--- config.mk ---
export PLATFORM = sky130hd
export DESIGN_NAME = raster_n_flat
export DESIGN_NICKNAME = d
export VERILOG_FILES = /design/src/rtl/raster_pkg.sv /design/src/rtl/raster_n_if.sv /design/src/rtl/raster_tri_eval.sv /design/src/rtl/raster_n.sv /design/src/flat_wrapper.sv
export SDC_FILE = /design/constraint.sdc
export NUM_CORES = 1
export LEC_CHECK = 0
export CAP_MARGIN = 40
export CELL_PAD_IN_SITES_DETAIL_PLACEMENT = 0
export CELL_PAD_IN_SITES_GLOBAL_PLACEMENT = 1
export CORE_MARGIN = 8
export CORE_UTILIZATION = 30
export DETAILED_ROUTE_END_ITERATION = 7
export GPL_TIMING_DRIVEN = 1
export PLACE_DENSITY_LB_ADDON = 0.1
export SLEW_MARGIN = 25
export SYNTH_ARGS = -nofsm -noshare
export SYNTH_HDL_FRONTEND = slang
export SYNTH_SLANG_ARGS = --single-unit
export TNS_END_PERCENT = 1
--- constraint.sdc ---
create_clock -name clk -period 3.43 [get_ports clk]
set_clock_uncertainty 0.15 [all_clocks]
set_input_delay 0.343 -clock clk [delete_from_list [all_inputs] [get_ports clk]]
set_output_delay 0.343 -clock clk [all_outputs]
set_load 0.1 [all_outputs]
--- src/rtl/raster_pkg.sv ---
// Shared constants for the scanline rasterizer: default VGA timing, uv mapping
// encodings and the registered fragment layout.
package raster_pkg;
  localparam int DEF_H_ACTIVE = 640;
  localparam int DEF_H_TOTAL  = 800;
  localparam int DEF_V_ACTIVE = 480;
  localparam int DEF_V_TOTAL  = 525;
  localparam int DEF_TW       = 7;

  // uv_mode 0: u=b_z, v=b_y+b_z; uv_mode 1: u=b_y+b_z, v=b_y
  localparam logic UV_Z_SUM = 1'b0;
  localparam logic UV_SUM_Y = 1'b1;

  // Fragment word, MSB first: {hit, tri, back, u, v}
  function automatic int tri_w(int n);
    return (n > 1) ? $clog2(n) : 1;
  endfunction

  function automatic int frag_w(int n, int tw);
    return 2 + tri_w(n) + 2 * tw;
  endfunction
endpackage

--- src/rtl/raster_n_if.sv ---
// Fragment output bundle from the rasterizer to the shading stage.
interface raster_n_if
  import raster_pkg::*;
#(
  parameter int TRI_W = 1,
  parameter int TW    = DEF_TW
);
  logic             frag_valid;
  logic             frag_hit;
  logic [TRI_W-1:0] frag_tri;
  logic             frag_back;
  logic [TW-1:0]    frag_u;
  logic [TW-1:0]    frag_v;

  modport master (output frag_valid, frag_hit, frag_tri, frag_back, frag_u, frag_v);
  modport slave  (input  frag_valid, frag_hit, frag_tri, frag_back, frag_u, frag_v);
endinterface

--- src/rtl/raster_tri_eval.sv ---
// One triangle: incremental edge/barycentric accumulators, coverage test and
// texture coordinate selection.
module raster_tri_eval
  import raster_pkg::*;
#(
  parameter int EW = 20,
  parameter int BW = 22,
  parameter int TW = DEF_TW
) (
  input  logic            clk,
  input  logic            reset,
  input  logic            load,
  input  logic            step,
  input  logic [3*EW-1:0] edge_init,
  input  logic [3*EW-1:0] edge_dx,
  input  logic [2*BW-1:0] bar_init,
  input  logic [2*BW-1:0] bar_dx,
  input  logic            en,
  input  logic            uv_mode,
  input  logic            cull_back,
  output logic            cov_front,
  output logic            cov_back,
  output logic [TW-1:0]   u,
  output logic [TW-1:0]   v
);
  logic [2:0][EW-1:0] e;
  logic [BW-1:0]      b_y, b_z, b_sum;
  logic [2:0]         neg, pos;

  always_ff @(posedge clk) begin
    if (reset) begin
      e   <= '0;
      b_y <= '0;
      b_z <= '0;
    end else if (load) begin
      e   <= edge_init;
      b_y <= bar_init[BW-1:0];
      b_z <= bar_init[2*BW-1:BW];
    end else if (step) begin
      for (int j = 0; j < 3; j++) e[j] <= e[j] + edge_dx[j*EW +: EW];
      b_y <= b_y + bar_dx[BW-1:0];
      b_z <= b_z + bar_dx[2*BW-1:BW];
    end
  end

  // A zero edge is neither negative nor positive, so it never covers.
  always_comb begin
    for (int j = 0; j < 3; j++) begin
      neg[j] = e[j][EW-1];
      pos[j] = !e[j][EW-1] && (e[j] != '0);
    end
  end

  assign cov_front = en && (&neg);
  assign cov_back  = en && (&pos) && !cull_back;
  assign b_sum     = b_y + b_z;
  assign u = (uv_mode == UV_SUM_Y) ? b_sum[BW-3 -: TW] : b_z[BW-3 -: TW];
  assign v = (uv_mode == UV_SUM_Y) ? b_y[BW-3 -: TW]   : b_sum[BW-3 -: TW];
endmodule

--- src/rtl/raster_n.sv ---
// Scanline rasterizer top: pixel phase, region decode, lowest-index priority
// resolve across NUM_TRI triangle evaluators, registered fragment output.
module raster_n
  import raster_pkg::*;
#(
  parameter int NUM_TRI  = 2,
  parameter int EW       = 20,
  parameter int BW       = 22,
  parameter int TW       = DEF_TW,
  parameter int PIX_DIV  = 2,
  parameter int H_ACTIVE = DEF_H_ACTIVE,
  parameter int V_ACTIVE = DEF_V_ACTIVE,
  parameter int H_TOTAL  = DEF_H_TOTAL,
  parameter int V_TOTAL  = DEF_V_TOTAL
) (
  input  logic                    clk,
  input  logic                    reset,
  input  logic [9:0]              x,
  input  logic [9:0]              y,
  input  logic [NUM_TRI*3*EW-1:0] edge_init,
  input  logic [NUM_TRI*3*EW-1:0] edge_dx,
  input  logic [NUM_TRI*2*BW-1:0] bar_init,
  input  logic [NUM_TRI*2*BW-1:0] bar_dx,
  input  logic [NUM_TRI-1:0]      tri_en,
  input  logic [NUM_TRI-1:0]      uv_mode,
  input  logic                    cull_back,
  raster_n_if.master              frag
);
  localparam int TRI_W = tri_w(NUM_TRI);
  localparam int FW    = frag_w(NUM_TRI, TW);

  logic [1:0]    ph;
  logic          armed;
  logic          load, active, eval;
  logic [NUM_TRI-1:0]         cov_front, cov_back;
  logic [NUM_TRI-1:0][TW-1:0] u_all, v_all;
  logic             hit, back;
  logic [TRI_W-1:0] win;
  logic [TW-1:0]    win_u, win_v;
  logic             valid_q;
  logic [FW-1:0]    frag_q;

  assign load   = (x == 10'(H_TOTAL - 1)) &&
                  ((y < 10'(V_ACTIVE)) || (y == 10'(V_TOTAL - 1)));
  assign active = (x < 10'(H_ACTIVE)) && (y < 10'(V_ACTIVE));
  // armed is cleared by reset so that no fragment comes out of zeroed
  // accumulators before the setup stage has loaded a fresh line.
  assign eval   = active && armed && !load && (ph == 2'(PIX_DIV - 1));

  always_ff @(posedge clk) begin
    if (reset) begin
      ph    <= '0;
      armed <= 1'b0;
    end else if (load) begin
      ph    <= '0;
      armed <= 1'b1;
    end else if (active) begin
      ph <= (ph == 2'(PIX_DIV - 1)) ? 2'd0 : ph + 2'd1;
    end
  end

  for (genvar g = 0; g < NUM_TRI; g++) begin : g_tri
    raster_tri_eval #(.EW(EW), .BW(BW), .TW(TW)) u_tri (
      .clk       (clk),
      .reset     (reset),
      .load      (load),
      .step      (eval),
      .edge_init (edge_init[g*3*EW +: 3*EW]),
      .edge_dx   (edge_dx[g*3*EW +: 3*EW]),
      .bar_init  (bar_init[g*2*BW +: 2*BW]),
      .bar_dx    (bar_dx[g*2*BW +: 2*BW]),
      .en        (tri_en[g]),
      .uv_mode   (uv_mode[g]),
      .cull_back (cull_back),
      .cov_front (cov_front[g]),
      .cov_back  (cov_back[g]),
      .u         (u_all[g]),
      .v         (v_all[g])
    );
  end

  // Scan from the top so the lowest covering index is the last to write.
  always_comb begin
    hit   = 1'b0;
    back  = 1'b0;
    win   = '0;
    win_u = '0;
    win_v = '0;
    for (int i = NUM_TRI - 1; i >= 0; i--) begin
      if (cov_front[i] || cov_back[i]) begin
        hit   = 1'b1;
        back  = !cov_front[i];
        win   = TRI_W'(i);
        win_u = u_all[i];
        win_v = v_all[i];
      end
    end
  end

  always_ff @(posedge clk) begin
    if (reset) begin
      valid_q <= 1'b0;
      frag_q  <= '0;
    end else begin
      valid_q <= eval;
      if (eval) frag_q <= hit ? {1'b1, win, back, win_u, win_v} : '0;
    end
  end

  assign frag.frag_valid = valid_q;
  assign frag.frag_hit   = frag_q[FW-1];
  assign frag.frag_tri   = frag_q[FW-2 -: TRI_W];
  assign frag.frag_back  = frag_q[2*TW];
  assign frag.frag_u     = frag_q[2*TW-1 -: TW];
  assign frag.frag_v     = frag_q[TW-1:0];
endmodule
--- src/flat_wrapper.sv ---
// flat-port wrapper written by rule: the top's interface ports become plain ports
module raster_n_flat import raster_pkg::*;
#(
  parameter int NUM_TRI  = 2,
  parameter int EW       = 20,
  parameter int BW       = 22,
  parameter int TW       = DEF_TW,
  parameter int PIX_DIV  = 2,
  parameter int H_ACTIVE = DEF_H_ACTIVE,
  parameter int V_ACTIVE = DEF_V_ACTIVE,
  parameter int H_TOTAL  = DEF_H_TOTAL,
  parameter int V_TOTAL  = DEF_V_TOTAL
)
  (clk, reset, x, y, edge_init, edge_dx, bar_init, bar_dx, tri_en, uv_mode, cull_back, frag_frag_valid, frag_frag_hit, frag_frag_tri, frag_frag_back, frag_frag_u, frag_frag_v);
  raster_n_if #(.TW(TW)) frag_i ();
  input  logic clk;
  input  logic reset;
  input  logic [9:0] x;
  input  logic [9:0] y;
  input  logic [NUM_TRI*3*EW-1:0] edge_init;
  input  logic [NUM_TRI*3*EW-1:0] edge_dx;
  input  logic [NUM_TRI*2*BW-1:0] bar_init;
  input  logic [NUM_TRI*2*BW-1:0] bar_dx;
  input  logic [NUM_TRI-1:0] tri_en;
  input  logic [NUM_TRI-1:0] uv_mode;
  input  logic cull_back;
  output wire logic [$bits(frag_i.frag_valid)-1:0] frag_frag_valid;
  output wire logic [$bits(frag_i.frag_hit)-1:0] frag_frag_hit;
  output wire logic [$bits(frag_i.frag_tri)-1:0] frag_frag_tri;
  output wire logic [$bits(frag_i.frag_back)-1:0] frag_frag_back;
  output wire logic [$bits(frag_i.frag_u)-1:0] frag_frag_u;
  output wire logic [$bits(frag_i.frag_v)-1:0] frag_frag_v;
  assign frag_frag_valid = frag_i.frag_valid;
  assign frag_frag_hit = frag_i.frag_hit;
  assign frag_frag_tri = frag_i.frag_tri;
  assign frag_frag_back = frag_i.frag_back;
  assign frag_frag_u = frag_i.frag_u;
  assign frag_frag_v = frag_i.frag_v;
  raster_n #(.NUM_TRI(NUM_TRI), .EW(EW), .BW(BW), .TW(TW), .PIX_DIV(PIX_DIV), .H_ACTIVE(H_ACTIVE), .V_ACTIVE(V_ACTIVE), .H_TOTAL(H_TOTAL), .V_TOTAL(V_TOTAL)) u_core (.clk(clk), .reset(reset), .x(x), .y(y), .edge_init(edge_init), .edge_dx(edge_dx), .bar_init(bar_init), .bar_dx(bar_dx), .tri_en(tri_en), .uv_mode(uv_mode), .cull_back(cull_back), .frag(frag_i));
endmodule
==> impl_metrics.tcl <==
set metrics [dict create \
    placed_area_mm2 0.0253 \
    grt_usage_pct 21.6 \
    startpoint_type "register" \
    grt_pass1_wl_mm 122 \
    p_comb_share_pct 15.0 \
    critPathKind "reg2reg" \
    gr-total-overflow 0 \
    p_clk_share_pct 49.0 \
    fmax_ghz 0.305 \
    worstSkewPairLatency_ns 0.55 \
    vias 20400 \
    final-setup-viol-count 0 \
    final-hold-violation-count 0 \
    synth_nets 3115 \
    cts.sinks 221 \
    start_util_pct 30.2 \
    viasPerCell 5.35 \
    cts_tree "yes" \
    antenna_found_initial 17 \
    wirelength_mm 81.0 \
    ys_warn_count 0 \
    power_frac_seq_pct 36.0 \
    portBuffers 444 \
    n_fill_cell 6442 \
    dp_hpwl_mm 62.4 \
    antenna_left 0 \
    ys_types 88 \
    final.period_utilization_pct 95.5 \
    dieWidth_um 268 \
    clockBufferDepth 3 \
    cts_buffers 34 \
    grt_pass1_vias 20500 \
    synth-seq-area-share_pct 23.3 \
    area_growth_syn_to_layout_pct 39.1 \
    critPathCaptureType "register" \
    seq_area_mm2 0.00442 \
    clk_pin_slew_worst_paths_ns 0.06 \
    critPathTopFamily "compound AO/OA/AOI/OAI gates" \
    p_sw_share_pct 25.9 \
    row_count 92 \
    synth_top_area_share_pct 23.3 \
    postSynthAreaPerCell_um2 7.80 \
    synth_edf_count 0 \
    worst_hold_path_type "in2reg" \
    ys_ff_latch 221 \
    worstMarginPinSlew_ns 0.858 \
    intPower_w 0.00530 \
    drive_above_1_share_pct 7.62 \
    drv_cap 0 \
    cp_data_required_time_ns 3.75 \
    ys.flop_type "dfxtp_1" \
    design_area_mm2 0.0264 \
    drc_errors 0 \
    synth_area_mm2 0.0190 \
    slew_headroom_pct 42.8 \
    multiInputGateArea_mm2 0.0140 \
    ir_drop_uv 287 \
    path_common_cell "a21o_1" \
    max_stage_delay_ns 0.41 \
    power.switching_w 0.00185 \
    synth_area_leaders "dfxtp_1 (23%), ha_1 (15%), a21oi_1 (5.4%)" \
    die_y_um 268 \
    status "completed" \
    tns_ns 0 \
    num-nets-final 3619 \
    cts-root-buf "clkbuf_16" \
    power.density_mw_per_mm2 270 \
    cts_resized 0 \
    fin_crit_ns 3.28 \
    crit_fanout 3 \
    critPathBufInv 1 \
    drt-initial-drc-count 1098 \
    grt_max_degree 138 \
    crit_slowest_cell "fa_1" \
    path_cells "ha_1 > fa_1 > a21o_1 > a21o_1 > a2111oi_2 > buf_4 > or3_1 > a32oi_1 > a31oi_2 > o21ai_1 > o31a_1 > nor2_1" \
    firstDrtPassIters 5 \
    fp.coreArea_mm2 0.0629 \
    wl_per_cell_um 21.2 \
    synth_top_cell_by_area "dfxtp_1" \
    hold_buffers 0 \
    ctsHtreeMaxLevel 2 \
    gp_congestion 0.858 \
    synth_cells 2436 \
    synth_async_sr_flop_share_pct 0 \
    rsz0062_at_grt "no" \
    design.portCount 461 \
    die_area_mm2 0.0716 \
    postCtsSetupRepairBufs 0 \
    total_power_w 0.00715 \
    drv_slew 0 \
    critPathArrivalTime_ns 3.60 \
    leakagePower_nw 11.0 \
]
-- Yosys cell counts, types with 33 or more instances --
cell type,instances
ha_1,226
inv_1,48
a311oi_1,57
xnor2_1,95
nor4_1,36
nand2_1,260
xor2_1,55
nand3_1,53
a211oi_1,48
clkbuf_1,91
a21o_1,70
a21oi_1,206
nor2_1,247
o21ai_1,87
a31oi_1,33
o21ai_0,69
nor3_1,63
dfxtp_1,221
-- final timing paths --
check                                                endpoint  slack [ns]  cells after the start                    startpoint
worst min-delay path             u_core.g_tri[0].u_tri.b_y[6]        0.22                      3                   bar_init[6]
worst max register to register  u_core.g_tri[0].u_tri.b_y[16]        0.15                     12  u_core.g_tri[0].u_tri.b_y[0]
worst max-delay path            u_core.g_tri[0].u_tri.b_y[16]        0.15                     12  u_core.g_tri[0].u_tri.b_y[0]
worst min register to register              u_core.frag_q[14]        0.32                      2             u_core.frag_q[14]
-- metrics by stage --
| step | hold slack (ns) | utilization, % | worst slack (ns) | std cells |
|---|---|---|---|---|
| finish | 0.218 | 42.1 | 0.153 | 3820 |
| global route | 0.227 | 42.0 | 0.0119 | 3815 |
| CTS | 0.181 | 42.0 | 0.0505 | 3809 |
| detailed placement | 0.311 | 40.3 | -0.343 | 3749 |
| global placement | 0.302 | 40.0 | -0.267 | 3738 |
| floorplan | 0.304 | - | 0.385 | 2436 |
-- sequential cells by signal (all words and copies together) (netlist names) --
| name | count |
|---|---|
| u_core.frag_q | 17 |
| u_core.frag.frag_valid | 1 |
| u_core.g_tri.u_tri.e | 120 |
| u_core.ph | 2 |
| u_core.armed | 1 |
| u_core.g_tri.u_tri.b_y | 40 |
| u_core.g_tri.u_tri.b_z | 40 |
-- tightest hold or removal path, stage by stage --
cell and delay [ns]:
clkdlybuf4s50_1 0.40, nand2_1 0.06, a311oi_1 0.07
-- cell families (layout without fill, tap and decap cells) --
logic type | Yosys count | in the layout | share of synthesized area, %
buf+inv | 157 | 685 | 3.12
simple gates | 819 | 819 | 20.0
mux | 39 | 39 | 2.11
xor+xnor | 150 | 150 | 6.91
compound gates | 814 | 814 | 28.6
flops | 221 | 221 | 23.3
other cells | 0 | 10 | 0
fa+ha+maj | 236 | 236 | 15.9
-- cells in the final DEF, fill, tap and decap left out, types with 70 or more instances in the layout --
cell type / instances
xnor2_1: 95
nor2_1: 246
a21o_1: 70
buf_4: 117
dfxtp_1: 221
a21oi_1: 206
clkdlybuf4s50_1: 435
ha_1: 226
nand2_1: 259
o21ai_1: 87
-- power by group through the flow --
stage               registers (W)  logic (W)  clock network (W)
CTS                       0.00257    0.00108            0.00364
finish                    0.00257    0.00107            0.00350
detailed placement        0.00263    0.00107                  0
global route              0.00257    0.00115            0.00371
global placement          0.00263    0.00107                  0
floorplan                 0.00263   0.000387                  0
-- layout make-up --
type / count / area share [%]
clock inverters: 10 / 0.204
multi-input cells: 2058 / 53.0
flip-flops and latches: 221 / 16.7
diodes: 10 / 0.0947
repair buffers: 576 / 21.3
inverters: 49 / 0.701
clock buffers: 50 / 3.91
well taps: 846 / 4.00
-- per-layer routing --
| layer | track usage, % | wire length [um] | share of wire, % |
|---|---|---|---|
| met1 | 26.8 | 35600 | 44 |
| met2 | 37.6 | 39500 | 49 |
| met3 | 4.21 | 3880 | 4.8 |
| met4 | 6.07 | 1930 | 2.4 |
| met5 | 0 | 95 | 0.12 |
Power figures use the tool's default switching activity.
